--- src/rtl/hvac_scheduler.sv ---
// Schedules heater/cooler drive from raw heat/cool requests, enforcing minimum
// run time, minimum off time and a changeover dead time between opposite modes.
module hvac_scheduler #(
  parameter int MIN_ON  = 8,
  parameter int MIN_OFF = 6,
  parameter int DEAD    = 4,
  parameter int CNT_W   = 8
) (
  input  logic       clk,
  input  logic       rst,
  input  logic       enable,
  input  logic       heat_req,
  input  logic       cool_req,
  output logic       heating,
  output logic       cooling,
  output logic [2:0] state,
  output logic       conflict
);

  typedef enum logic [2:0] {
    ST_IDLE   = 3'd0,
    ST_HEAT   = 3'd1,
    ST_COOL   = 3'd2,
    ST_OFF    = 3'd3,
    ST_CHANGE = 3'd4
  } state_e;

  typedef enum logic [1:0] {
    MODE_NONE = 2'd0,
    MODE_HEAT = 2'd1,
    MODE_COOL = 2'd2
  } mode_e;

  localparam logic [CNT_W-1:0] ON_LAST   = CNT_W'(MIN_ON - 1);
  localparam logic [CNT_W-1:0] OFF_LAST  = CNT_W'(MIN_OFF - 1);
  localparam logic [CNT_W-1:0] DEAD_LAST = CNT_W'(DEAD - 1);

  state_e           state_q, state_d;
  mode_e            last_q, last_d;
  mode_e            target_q, target_d;
  logic [CNT_W-1:0] cnt_q, cnt_d;
  logic             conflict_q, conflict_d;
  logic             heating_q, cooling_q;

  logic both_req;
  logic heat_only;
  logic cool_only;

  assign both_req  = heat_req & cool_req;
  assign heat_only = enable & heat_req & ~cool_req;
  assign cool_only = enable & cool_req & ~heat_req;

  // NOTE: every variable gets its default before the case so no path leaves
  // a value unassigned, which would infer a latch.
  always_comb begin
    state_d    = state_q;
    last_d     = last_q;
    target_d   = target_q;
    conflict_d = 1'b0;

    unique case (state_q)
      ST_IDLE: begin
        if (enable && both_req) begin
          conflict_d = 1'b1;
        end else if (heat_only) begin
          if (last_q == MODE_COOL) begin
            state_d  = ST_CHANGE;
            target_d = MODE_HEAT;
          end else begin
            state_d = ST_HEAT;
          end
        end else if (cool_only) begin
          if (last_q == MODE_HEAT) begin
            state_d  = ST_CHANGE;
            target_d = MODE_COOL;
          end else begin
            state_d = ST_COOL;
          end
        end
      end
      ST_HEAT: begin
        if (cnt_q >= ON_LAST && (!heat_req || !enable)) begin
          state_d = ST_OFF;
          last_d  = MODE_HEAT;
        end
      end
      ST_COOL: begin
        if (cnt_q >= ON_LAST && (!cool_req || !enable)) begin
          state_d = ST_OFF;
          last_d  = MODE_COOL;
        end
      end
      ST_OFF: begin
        if (cnt_q == OFF_LAST) state_d = ST_IDLE;
      end
      ST_CHANGE: begin
        if (cnt_q == DEAD_LAST) begin
          if (both_req) begin
            state_d    = ST_IDLE;
            conflict_d = 1'b1;
          end else if (enable && target_q == MODE_HEAT && heat_req) begin
            state_d = ST_HEAT;
          end else if (enable && target_q == MODE_COOL && cool_req) begin
            state_d = ST_COOL;
          end else begin
            state_d = ST_IDLE;
          end
        end
      end
      default: state_d = ST_IDLE;
    endcase
  end

  // The phase counter restarts on every state entry and saturates, so a long
  // held request never wraps back under the minimum-run threshold.
  always_comb begin
    if (state_d != state_q)  cnt_d = '0;
    else if (cnt_q != '1)    cnt_d = cnt_q + CNT_W'(1);
    else                     cnt_d = cnt_q;
  end

  // NOTE: state registers use non-blocking assignment so every flop samples
  // the pre-edge values, independent of statement order.
  always_ff @(posedge clk or posedge rst) begin
    if (rst) begin
      state_q    <= ST_IDLE;
      last_q     <= MODE_NONE;
      target_q   <= MODE_NONE;
      cnt_q      <= '0;
      conflict_q <= 1'b0;
      heating_q  <= 1'b0;
      cooling_q  <= 1'b0;
    end else begin
      state_q    <= state_d;
      last_q     <= last_d;
      target_q   <= target_d;
      cnt_q      <= cnt_d;
      conflict_q <= conflict_d;
      heating_q  <= (state_d == ST_HEAT);
      cooling_q  <= (state_d == ST_COOL);
    end
  end

  assign heating  = heating_q;
  assign cooling  = cooling_q;
  assign state    = state_q;
  assign conflict = conflict_q;

endmodule

--- config.mk ---
export PLATFORM = sky130hd
export DESIGN_NAME = hvac_scheduler
export DESIGN_NICKNAME = d
export VERILOG_FILES = /design/src/rtl/hvac_scheduler.sv
export SDC_FILE = /design/constraint.sdc
export NUM_CORES = 1
export LEC_CHECK = 0
export CORE_MARGIN = 2
export CORE_UTILIZATION = 35
export DETAILED_ROUTE_END_ITERATION = 8
export SLEW_MARGIN = 0
export SYNTH_ARGS = -nofsm -noshare
export SYNTH_HDL_FRONTEND = slang
export SYNTH_SLANG_ARGS = --single-unit
--- constraint.sdc ---
create_clock -name clk -period 5.4 [get_ports clk]
set_clock_uncertainty 0.2 [all_clocks]
set_input_delay 0.54 -clock clk [delete_from_list [all_inputs] [get_ports clk]]
set_output_delay 0.54 -clock clk [all_outputs]
set_load 0.02 [all_outputs]
**After elaboration in Yosys (flattened, before gate mapping)**

Index checks and enable logic that the tools add are counted.

- Register bits: 18
- Memories: 0
- Memory bits (writable): 0
- Bits in read-only memories: 0
- Bits in latches: 0
- Input port bits: 5
- Output and inout port bits: 6
- Logic and storage cells: 79

- $mul: 0
- Reduce and logical (&&, ||, !) cells: 19
- Equal/unequal tests: 17
- Order comparisons: 1
- Bitwise operators: 8
- Add/subtract/negate cells: 1
- Multiplexer cells: 26
- Shift operators: 0
- Divide/modulo/power cells: 0

Operators by type and width:

| operator | number |
|---|---|
| $mux 3 | 9 |
| $mux 2 | 9 |
| $mux 8 | 2 |
| $pmux 3 s5 | 1 |
| $eq 3x2->1 const B | 3 |
| $add 8x1->8 const B | 1 |
| $eq 8x2->1 const B | 1 |
| $eq 8x3->1 const B | 1 |
| $ge 8x3->1 const B | 1 |
| $ne 8x8->1 const B | 1 |
| $reduce_bool 2->1 | 4 |
| $logic_and 1x1->1 | 7 |
| $eq 3x1->1 const B | 2 |
| $and 1x1->1 | 5 |
| $reduce_and 5->1 | 1 |
| $eq 2x1->1 const B | 2 |
| $eq 2x2->1 const B | 2 |
| $ne 2x2->1 const B | 2 |
| $pmux 2 s2 | 1 |
| $eq 3x3->1 const B | 1 |
| $logic_not 1->1 | 3 |
| $logic_not 3->1 | 1 |
| $mux 1 | 3 |
| $ne 3x3->1 | 1 |
| 5 further kinds | 8 |

**Depth between registers and ports, before layout**

Gate-level depths: netlist of run 1.

- Word-level depth: 10
- Gate-level depth with buffers: 7
- Depth with buffers taken out: 7

**Worst setup path after synthesis of run 1**

Ideal clock, no wire load.

- Path type: input port to flip-flop
- Start: in cool_req
- End: reg cnt_q[0]
- Path slack: 3.172 ns
- Required time: 5.060 ns
- Path buffers: 0
- Library setup time: 0.140 ns
- Stages on the path: 5
- Data arrival time: 1.888 ns
- Cells stage by stage: or4bb_1 -> a2111oi_0 -> o22ai_1 -> o21ai_1 -> nor4_1

- Word-level cells in the longest chain between the ends: 8
- Elaborated cells on any way between the ends: 22
- Classes of those cells: eq/ne (1); mux (10); bitwise (5); reduce/logical (6)

RTL lines:

| element | RTL line | source |
|---|---|---|
| start, declared | 13 | `input logic cool_req,` |
| $and 1x1->1 / $logic_and 1x1->1 (equally long branches) | 51, 103 |  |
| $and 1x1->1 / $mux 2 (equally long branches) | 51, 103 |  |
| $mux 3 / $mux 2 (equally long branches) | 72, 101 |  |
| $mux 3 / $mux 2 (equally long branches) | 65, 98 |  |
| $mux 3, on equally long branches | 63, 97 |  |
| $pmux 3 s5 (*) | 61 | `unique case (state_q)` |
| $ne 3x3->1 (*) | 117 | `if (state_d != state_q) cnt_d = '0;` |
| $mux 8 / $reduce_bool 2->1 (equally long branches) | - |  |
| end signal, assigned | 137 | `cnt_q <= cnt_d;` |
| end, declared | 41 | `logic [CNT_W-1:0] cnt_q, cnt_d;` |

Mark *: on every way between the ends. The rest lies on a longest branch, timed or not.
A chain may end at the register's enable or synchronous reset.

**Worst setup path after layout of run 1**

- Start: in enable
- End: reg cnt_q[7]

- Word-level cells in the longest chain between the ends: 9
- Elaborated cells on any way between the ends: 27
- Classes of those cells: eq/ne (1); mux (11); bitwise (4); reduce/logical (11)

RTL lines:

| element | RTL line | source |
|---|---|---|
| start, declared | 11 | `input logic enable,` |
| $logic_and 1x1->1 (2 in series) | 103 | `end else if (enable && target_q == MODE_COOL && cool_req) begin` |
| $mux 2 | 103 |  |
| $mux 2 | 101 | `end else if (enable && target_q == MODE_HEAT && heat_req) begin` |
| $mux 2 | 98 | `if (both_req) begin` |
| $mux 3 | 97 | `if (cnt_q == DEAD_LAST) begin` |
| $pmux 3 s5 (*) | 61 |  |
| $ne 3x3->1 (*) | 117 |  |
| $mux 8 / $reduce_bool 2->1 (equally long branches) | - |  |

Marked as above.

==> impl_results.md, run 1 <==
* First-pass GRT wire length at 4530 um
* Seq cells post-synth at 18
* Drt drc at 0
* Worst-path clk slew at roughly 0.11 ns
* Switching share of power at 0.421
* Maximum fanout along the worst path at 8
* GRT overflow at 0
* Design area at around 1300 um2
* Via density at between 5 and 6
* CP arrival at roughly 2.7 ns
* Complex-gate fraction of the synthesized area at 0.199
* EDFF count, synth at 0
* Cts repair resizes at 0
* Syn_area_per_cell at between 9 and 10 um2
* Clk Latency, worst-skew pair at between 0.3 and 0.4 ns
* Post-synthesis xor/xnor area fraction at 0.0300
* Fin cells at 183
* Core area at between 3000 and 4000 um2
* P_int at about 0.3 mW
* Root Driver: clkbuf_4
* Ant diodes at 0
* Dominant synthesized flop cell: dfrtp_1
* Initial antenna violation count at 0
* Die Y at just over 60 um
* Sequential share of power at 0.419
* Total Routing Usage GR at 0.161
* Status: finished clean
* Sequential area share after synthesis at 0.386
* Cell count after synthesis at 129
* Worst Path Required at 5.37 ns
* Layout cells sized above 1 at 0.0935
* Worst-margin pin slew at between 0.7 and 0.8 ns
* Placed inst area at approximately 1300 um2
* Max Cap Viol at 0
* Hold Buf Count CTS at 0
* RSZ-0062 raised after global routing: no
* Ys async rst share at 1.00
* Critical path class: in2reg
* Pre-antenna DRT Iters at 4
* Final setup fails at 0
* Iter 0 DRT Violations at 73
* Slew margin rel. at 0.490
* Final GP Congestion at approximately 0.86
* Kind of end point of the critical path: flip-flop
* Top post-synthesis cells by area: dfrtp_1, nor4_1, o21ai_0
* # rows at 20
* I/O pins at 11
* Sum Neg Setup Slack at 0 ns
* Nets at 147
* Inst Count DP at 179
* Final wirelength at roughly 2600 um
* Post-Synth Adder-Cell Area at 0.0214
* Final hold viol count at 0
* HP Class: reg2reg
* Antenna-violating nets left at 0
* Synth top area share at 0.386
* Post-route minimum period at ~2.7 ns
* Initial core utilization at 0.376
* Combinational family with the most area after synthesis: simple AND/OR/NAND/NOR gates
* Pwr dens at about 390 nW/um2
* Clock Power Share at 0.171
* Number of global-route vias before repair at approximately 1000
* Setup Fix Bufs, Post-CTS at 0
* CTS buffer count at 3
* Largest net degree at the start of global routing at 19
* Synth top cells by count: dfrtp_1, o21ai_0, nand2_1
* Power share of the combinational group at 0.410
* Area growth from synthesis to layout at 14.8%
* Syn nets at approximately 140
* Cell taking the most area after synthesis: dfrtp_1
* Port bufs at 10
* Post-synthesis mux area share at 0.0182
* Period utilization at 0.501
* Lkg Pwr at between 0.5 and 0.6 nW
* Cell with the most instances after synthesis: dfrtp_1
* CTS tree: built
* Dpl hpwl at between 1500 and 2000 um
* Synth warnings at 0
* Sink Count at 18
* Synth Area in Simple Gates at 0.310
* Hold Crit Depth at 2
* Nature of the critical path startpoint: input pin
* Mapped Area at between 1000 and 1500 um2
* Via count at 1059
* Net Sw Power at 0.218 mW
* Cell variety after synth at 42
* R2R cell count at 5
* CTS max path bufs at 2
* Width of the die at around 62 um
* Max Fclk at 369 MHz
* Filler cell count at between 300 and 400
* Die area at 3810 um2
* CTS H-tree lvls at 1
* Slew Viols, Final at 0
* Max VDD drop at between 0.0001 and 0.00015 V
* Average wire per standard cell at around 14 um
## flip-flops by register name (all words and copies together) (netlist names)
signal,cells
heating,1
state,3
conflict,1
cooling,1
target_q,2
last_q,2
cnt_q,8
## area by class of cell
type                    instances  area [um2]  area share
flip-flops and latches         18         450       0.336
multi-input cells             101         676       0.504
clock buffers                   4        36.3      0.0271
repair buffers                 10         100      0.0747
well taps                      44        55.1      0.0411
inverters                       6        22.5      0.0168
## metal layers
metal  track usage  wire [um]  up-vias
met5             0          0        -
met4        0.0729         42        0
met2         0.254       1240       25
li1              -          -      509
met3        0.0248        105        5
met1         0.217       1220      520
## kinds of logic (layout without fill, tap and decap cells)
| logic type | after synthesis | count (layout) |
|---|---|---|
| buf+inv | 10 | 20 |
| flops | 18 | 18 |
| mux | 2 | 2 |
| xor+xnor | 4 | 4 |
| fa+ha+maj | 2 | 2 |
| compound gates | 33 | 33 |
| simple gates | 60 | 60 |
## metrics by stage
stage	hold slack (ns)	power [mW]	setup slack (ns)	util
2_1_floorplan	0.279	0.361	3.17	-
3_3_place_gp	0.330	0.426	2.44	0.420
3_5_place_dp	0.346	0.432	2.40	0.420
4_1_cts	0.376	0.518	2.72	0.432
5_1_grt	0.430	0.554	2.53	0.432
6_report	0.378	0.517	2.69	0.432
## power by group through the flow
stage,logic [mW],clock network [mW],registers (mW)
6_report,0.212,0.0884,0.217
3_3_place_gp,0.209,0,0.217
3_5_place_dp,0.212,0,0.219
4_1_cts,0.213,0.0889,0.216
2_1_floorplan,0.154,0,0.207
5_1_grt,0.234,0.0951,0.225
## cell usage in the layout, fill, tap and decap left out, types with 4 or more instances in the layout
master and n:
inv_1 6, and3_1 4, nor3_1 4, clkdlybuf4s50_1 10
nand2_1 9, nor4b_1 4, nand3_1 7, nor4_1 8
nor2_1 6, dfrtp_1 18, a21oi_1 6, o21ai_0 10
## worst paths after layout
path | end | from | slack, ns
max | cnt_q[7]$_DFFE_PP0P_ | enable | 2.69
min | target_q[1]$_DFFE_PP0P_ | target_q[1]$_DFFE_PP0P_ | 0.38
max reg2reg | cnt_q[7]$_DFFE_PP0P_ | state[1]$_DFF_PP0_ | 2.87
min reg2reg | target_q[1]$_DFFE_PP0P_ | target_q[1]$_DFFE_PP0P_ | 0.38
max in group asynchronous | cnt_q[1]$_DFFE_PP0P_ | rst | 4.13
min in group asynchronous | state[0]$_DFF_PP0_ | rst | 0.43
## critical path, cell delays in order
cell and delay (ns):
clkdlybuf4s50_1 0.61, nor4b_1 0.65, nand3_1 0.15, and3_1 0.25
a21oi_2 0.36, nor4_1 0.11
Note: power is estimated with default switching activity, not from simulation.
==> run 2: changes to the inputs <==
==> constraint.sdc (replaced) <==
create_clock -name clk -period 2.65 [get_ports clk]
set_clock_uncertainty 0.2 [all_clocks]
set_input_delay 0.265 -clock clk [delete_from_list [all_inputs] [get_ports clk]]
set_output_delay 0.265 -clock clk [all_outputs]
set_load 0.02 [all_outputs]
==> impl_results.md, run 2 (same netlist as run 1, synthesis figures left out) <==
* Nature of the critical path startpoint: flip-flop
* Antenna-violating nets left at 0 (unchanged)
* Sum Neg Setup Slack at 0 ns (unchanged)
* Final GP Congestion at 0.855 (-1.1%)
* Crit Reg-Reg Startpoint: cnt_q[7]$_DFFE_PP0P_
* DP Worst Slack at 0.120 ns (-2.28 ns)
* CP top delay family: simple AND/OR/NAND/NOR gates
* Worst-path clk slew at 0.11 ns (about the same)
* First-pass GRT wire length at 4630 um (+2.1%)
* Final Hold Slack at 0.139 ns (-0.239 ns)
* CTS max path bufs at 2 (unchanged)
* Root Driver: clkbuf_4
* Area growth from synthesis to layout at 19.9%
* Setup Fix Bufs, Post-CTS at 0 (unchanged)
* Net Sw Power at 0.463 mW (+110%)
* Die area at 3810 um2 (unchanged)
* I/O pins at 11 (unchanged)
* Max reg flops at 8 (unchanged)
* Largest net degree at the start of global routing at 19 (unchanged)
* Sequential share of power at 0.403 (-0.016)
* Max VDD drop at 0.000229 V (+64%)
* R2R setup slack at 0.21 ns (-2.66 ns)
* Kind of end point of the critical path: flip-flop
* Initial core utilization at 0.376 (unchanged)
* Width of the die at 61.8 um (unchanged)
* Max Cap Viol at 0 (unchanged)
* Average wire per standard cell at 14.8 um (+3.7%)
* Post-route setup slack at 0.209 ns (-2.48 ns)
* Via density at 5.69 (-1.7%)
* Layout cells sized above 1 at 0.143 (+0.0493)
* Max stage delay on crit path at 0.60 ns (-0.05 ns)
* Max Fclk at between 400 and 500 MHz
* GRT overflow at 0 (unchanged)
* Hold Buf Count CTS at 0 (unchanged)
* HP Class: in2async
* Number of global-route vias before repair at 947 (-6.0%)
* Die Y at 61.8 um (unchanged)
* Nets at 155 (+5.4%)
* Sink Count at 18 (unchanged)
* Cts repair resizes at 0 (unchanged)
* Power share of the combinational group at 0.430 (+0.020)
* Biggest register: cnt_q
* Critical Path, Cell by Cell: or4_4, or3_4, a21oi_4, a22oi_4, nor4_1
* CP arrival at 2.45 ns (-0.23 ns)
* P_int at 0.631 mW (+110%)
* Core area at 3100 um2 (unchanged)
* Slew Viols, Final at 0 (unchanged)
* Period utilization at 0.921
* CTS tree: built
* Initial antenna violation count at 0 (unchanged)
* Power Total at 1.09 mW (+110%)
* Critical path buffers and inverters at 0 (-1)
* Dpl hpwl at 2030 um (+10%)
* Final Core Density at 0.451 (+0.0194)
* Drt drc at 0 (unchanged)
* Pwr dens at 781 nW/um2 (+100%)
* CTS H-tree lvls at 1 (unchanged)
* Commonest non-fill, non-tap cell in the layout: dfrtp_1
* Lkg Pwr at 0.576 nW (+7.7%)
* Clock Power Share at 0.167 (-0.004)
* Final wirelength at 2820 um (+8.3%)
* Worst flop-to-flop path endpoint: cnt_q[7]$_DFFE_PP0P_
* Crit path depth at 5 (-1)
* Critical path class: reg2reg
* Status: finished clean
* R2R cell count at 5 (unchanged)
* Final setup fails at 0 (unchanged)
* Clk Latency, worst-skew pair at 0.31 ns (about the same)
* Commonest non-fill, non-tap cells in the layout: dfrtp_1, o21ai_0, clkdlybuf4s50_1
* # rows at 20 (unchanged)
* Final hold viol count at 0 (unchanged)
* Slew margin rel. at 0.541 (+0.0506)
* Slowest-stage cell, CP: or4_4
* Switching share of power at 0.423 (+0.00141)
* Maximum fanout along the worst path at 8 (unchanged)
* Via count at 1086 (+2.5%)
* Post-route minimum period at about 2.4 ns
* Iter 0 DRT Violations at 55 (-25%)
* Total Routing Usage GR at 0.168 (+0.00689)
* RSZ-0062 raised after global routing: no
* Worst Path Required at 2.66 ns (-2.71 ns)
* CTS buffer count at 3 (unchanged)
* Ant diodes at 0 (unchanged)
* Worst-margin pin slew at 0.688 ns (-0.0660 ns)
* Port bufs at 10 (unchanged)
* Pre-antenna DRT Iters at 4 (unchanged)
==> run 2: changes by cell type in the layout (fill, tap and decap cells not counted), sizes merged <==
cell  before  now
buf        0    8
==> run 2: metrics by stage <==
step	instances	area [um2]
after floorplan	129	1170
after global placement	187	1360
after detailed placement	187	1360
after CTS	191	1400
after global routing	191	1400
final	191	1400
==> run 2: metal layers <==
layer,vias to the layer above,global-route usage,part of all wire
met1,526,0.229,0.47
met4,0,0.0729,0.019
li1,529,-,-
met2,26,0.260,0.47
met3,5,0.0311,0.036
met5,-,0,0
==> run 2: power by group through the flow <==
stage	logic [mW]	registers (mW)	clock network (mW)
2_1_floorplan	0.313	0.423	0
3_3_place_gp	0.454	0.440	0
3_5_place_dp	0.470	0.446	0
4_1_cts	0.471	0.440	0.188
5_1_grt	0.516	0.452	0.195
6_report	0.470	0.441	0.183
==> run 2: how the worst max path moves through the flow <==
stage                          from                    to  slack [ns]
2_1_floorplan  cnt_q[7]$_DFFE_PP0P_  cnt_q[0]$_DFFE_PP0P_        0.46
3_5_place_dp               cool_req  cnt_q[0]$_DFFE_PP0P_        0.12
6_report       cnt_q[7]$_DFFE_PP0P_  cnt_q[7]$_DFFE_PP0P_        0.21
3_3_place_gp               cool_req  cnt_q[1]$_DFFE_PP0P_        0.13
4_1_cts        cnt_q[7]$_DFFE_PP0P_  cnt_q[0]$_DFFE_PP0P_        0.21
5_1_grt        cnt_q[7]$_DFFE_PP0P_  cnt_q[7]$_DFFE_PP0P_        0.05
==> run 2: worst register-to-register path, delay by kind of cell (launching register included) <==
family           cells  cell delay, ns
flip-flops           1            0.47
AND/OR/NAND/NOR      3            1.36
AO/OA/AOI/OAI        2            0.29
==> run 2: cell type report <==
cell class	instances	area, um2
fill	328	1700
inverter	6	22.5
clock buffer	4	36.3
timing repair buffer	18	160
tap	44	55.1
sequential	18	450
multi-input combinational	101	676
==> run 3: changes to the inputs <==
--- a/config.mk
+++ b/config.mk
@@ -5,10 +5,11 @@
 export SDC_FILE = /design/constraint.sdc
 export NUM_CORES = 1
 export LEC_CHECK = 0
+export ABC_AREA = 1
 export CORE_MARGIN = 2
 export CORE_UTILIZATION = 35
 export DETAILED_ROUTE_END_ITERATION = 8
-export SLEW_MARGIN = 0
+export SKIP_LAST_GASP = 1
 export SYNTH_ARGS = -nofsm -noshare
 export SYNTH_HDL_FRONTEND = slang
 export SYNTH_SLANG_ARGS = --single-unit
==> impl_results.md, run 3 <==
* Status: finished clean
* Pwr dens at 808 nW/um2 (+3.4%)
* Final Hold Slack at 0.168 ns (+0.0289 ns)
* Syn nets at 155 (+14%)
* # rows at 20 (unchanged)
* Area occupied by multi-input gates at 547 um2 (-19%)
* Worst flop-to-flop path endpoint: cnt_q[4]$_DFFE_PP0P_
* RSZ-0062 raised after global routing: no
* Antenna-violating nets left at 0 (unchanged)
* R2R cell count at 12 (+7)
* Number of global-route vias before repair at 991 (+4.6%)
* Pre-antenna DRT Iters at 4 (unchanged)
* Final wirelength at 2280 um (-19%)
* Post-route setup slack at 0.647 ns (+0.438 ns)
* Initial antenna violation count at 0 (unchanged)
* Biggest register: cnt_q
* Maximum fanout along the worst path at 5 (-3)
* Max Fclk at 499 MHz (+22%)
* Dpl hpwl at 1810 um (-11%)
* EDFF count, synth at 0 (unchanged)
* Clk Latency, worst-skew pair at 0.29 ns (-0.02 ns)
* Cell variety after synth at 24 (-43%)
* Crit Reg-Reg Startpoint: cnt_q[0]$_DFFE_PP0P_
* CTS max path bufs at 2 (unchanged)
* Lkg Pwr at 0.573 nW (-0.49%)
* Power Total at 1.02 mW (-7.1%)
* Final GP Congestion at 0.875 (+2.4%)
* Max Cap Viol at 0 (unchanged)
* Total Routing Usage GR at 0.157 (-0.0104)
* Ys async rst share at 1.00 (unchanged)
* DP Worst Slack at 0.508 ns (+0.389 ns)
* Final hold viol count at 0 (unchanged)
* Top layer in use: met4
* Die area at 3550 um2 (-7.0%)
* Seq cells post-synth at 18 (unchanged)
* Slew Viols, Final at 0 (unchanged)
* Cell taking the most area after synthesis: dfrtp_1
* Via count at 962 (-11%)
* Cts repair resizes at 0 (unchanged)
* Cell count after synthesis at 148 (+15%)
* CTS buffer count at 3 (unchanged)
* Root Driver: clkbuf_4
* Drt drc at 0 (unchanged)
* Post-route minimum period at 2.00 ns (-0.438 ns)
* Nature of the critical path startpoint: flip-flop
* Commonest non-fill, non-tap cell in the layout: nor2_1
* Via density at 4.93 (-13%)
* Largest net degree at the start of global routing at 19 (unchanged)
* Synth warnings at 0 (unchanged)
* Final setup fails at 0 (unchanged)
* Width of the die at 59.5 um (-3.6%)
* Die Y at 59.5 um (-3.6%)
* WL met3 at 81 um (-20%)
* Mapped Area at 1080 um2 (-7.5%)
* Sequential area share after synthesis at 0.417 (+0.0313)
* Dominant synthesized flop cell: dfrtp_1
* Period utilization at 0.756 (-0.165)
* Sink Count at 18 (unchanged)
* Met2 Wirelength at 1130 um (-16%)
* Setup Fix Bufs, Post-CTS at 0 (unchanged)
* Synth top area share at 0.417 (+0.0313)
* First-pass GRT wire length at 4170 um (-9.8%)
* Hold Buf Count CTS at 0 (unchanged)
* Core area at 3000 um2 (-3.2%)
* Filler cell count at 311 (-5.2%)
* Sum Neg Setup Slack at 0 ns (unchanged)
* Worst-margin pin slew at 0.694 ns (+0.00586 ns)
* GRT overflow at 0 (unchanged)
* Layout cells sized above 1 at 0.0988 (-0.0441)
* Commonest non-fill, non-tap cells in the layout: nor2_1, nand2_1, inv_1
* I/O pins at 11 (unchanged)
* CTS tree: built
* Kind of end point of the critical path: flip-flop
* Max VDD drop at 0.000351 V (+53%)
* Synth top cells by count: nor2_1, nand2_1, inv_1
* Iter 0 DRT Violations at 87 (+58%)
* Max reg flops at 8 (unchanged)
* M1 WL at 1040 um (-22%)
* Area growth from synthesis to layout at 16.5%
* CP arrival at 1.99 ns (-0.46 ns)
* Initial core utilization at 0.360 (-0.0166)
* Critical path class: reg2reg
* Port bufs at 10 (unchanged)
* Syn_area_per_cell at 7.30 um2 (-19%)
* Top post-synthesis cells by area: dfrtp_1, nor2_1, nand2_1
* Slew margin rel. at 0.537 (-0.00391)
* HP Class: in2async
* Final Core Density at 0.419 (-0.0325)
* Average wire per standard cell at 11.7 um (-21%)
* Worst-path clk slew at 0.10 ns (about the same)
* Nets at 170 (+9.7%)
* R2R setup slack at 0.65 ns (+0.44 ns)
* CTS H-tree lvls at 1 (unchanged)
* Worst Path Required at 2.64 ns (-0.02 ns)
* Register area at 450 um2 (unchanged)
* Cell with the most instances after synthesis: nor2_1
* Ant diodes at 0 (unchanged)
==> run 3: cell type report <==
class,count,share of cell area
multi-input cells,108,0.435
flip-flops and latches,18,0.358
repair buffers,10,0.0796
inverters,22,0.0657
well taps,33,0.0328
clock buffers,4,0.0289
==> run 3: kinds of logic (layout without fill, tap and decap cells) <==
family,count (synthesis),in the layout,share of synthesized area
AOI/OAI and AO/OA,17,17,0.0881
xor gates and xnor gates,3,3,0.0243
adders and majority gates,2,2,0.0232
buffers and inverters,22,36,0.0765
DFF,18,18,0.417
and+or+nand+nor,86,86,0.371
==> run 3: how the worst max path moves through the flow <==
stage	startpoint	endpoint	slack, ns	depth (start not counted)
floorplan	state[1]$_DFF_PP0_	cnt_q[7]$_DFFE_PP0P_	0.88	10
global placement	heat_req	cnt_q[4]$_DFFE_PP0P_	0.53	11
detailed placement	heat_req	cnt_q[0]$_DFFE_PP0P_	0.51	11
CTS	cnt_q[0]$_DFFE_PP0P_	cnt_q[4]$_DFFE_PP0P_	0.63	12
global route	cnt_q[0]$_DFFE_PP0P_	cnt_q[4]$_DFFE_PP0P_	0.40	12
finish	cnt_q[0]$_DFFE_PP0P_	cnt_q[4]$_DFFE_PP0P_	0.65	12
==> run 3: metal layers <==
| layer | GRT usage | vias up |
|---|---|---|
| li1 | - | 503 |
| met1 | 0.192 | 434 |
| met2 | 0.267 | 21 |
| met3 | 0.0262 | 4 |
| met4 | 0.0762 | 0 |
| met5 | 0 | - |
==> run 3: critical path: stages, from the launching register on <==
cell and delay, ns:
dfrtp_1 0.42, ha_1 0.21, nand2_1 0.10, inv_1 0.08, nand2_1 0.05, nor2_1 0.16, nand2_1 0.12, nor2_4 0.14
inv_1 0.07, nand2_1 0.08, nor2_1 0.06, xnor2_1 0.14, nor2_1 0.06
==> run 3: power by group <==
group | internal, mW | switching (mW)
logic | 0.169 | 0.295
registers | 0.334 | 0.0522
clock network | 0.0837 | 0.0820
==> run 3: through the flow <==
stage	cell area [um2]	std cells
after detailed placement	1220	191
after floorplan	1080	148
after global routing	1260	195
final	1260	195
after CTS	1260	195
after global placement	1220	191
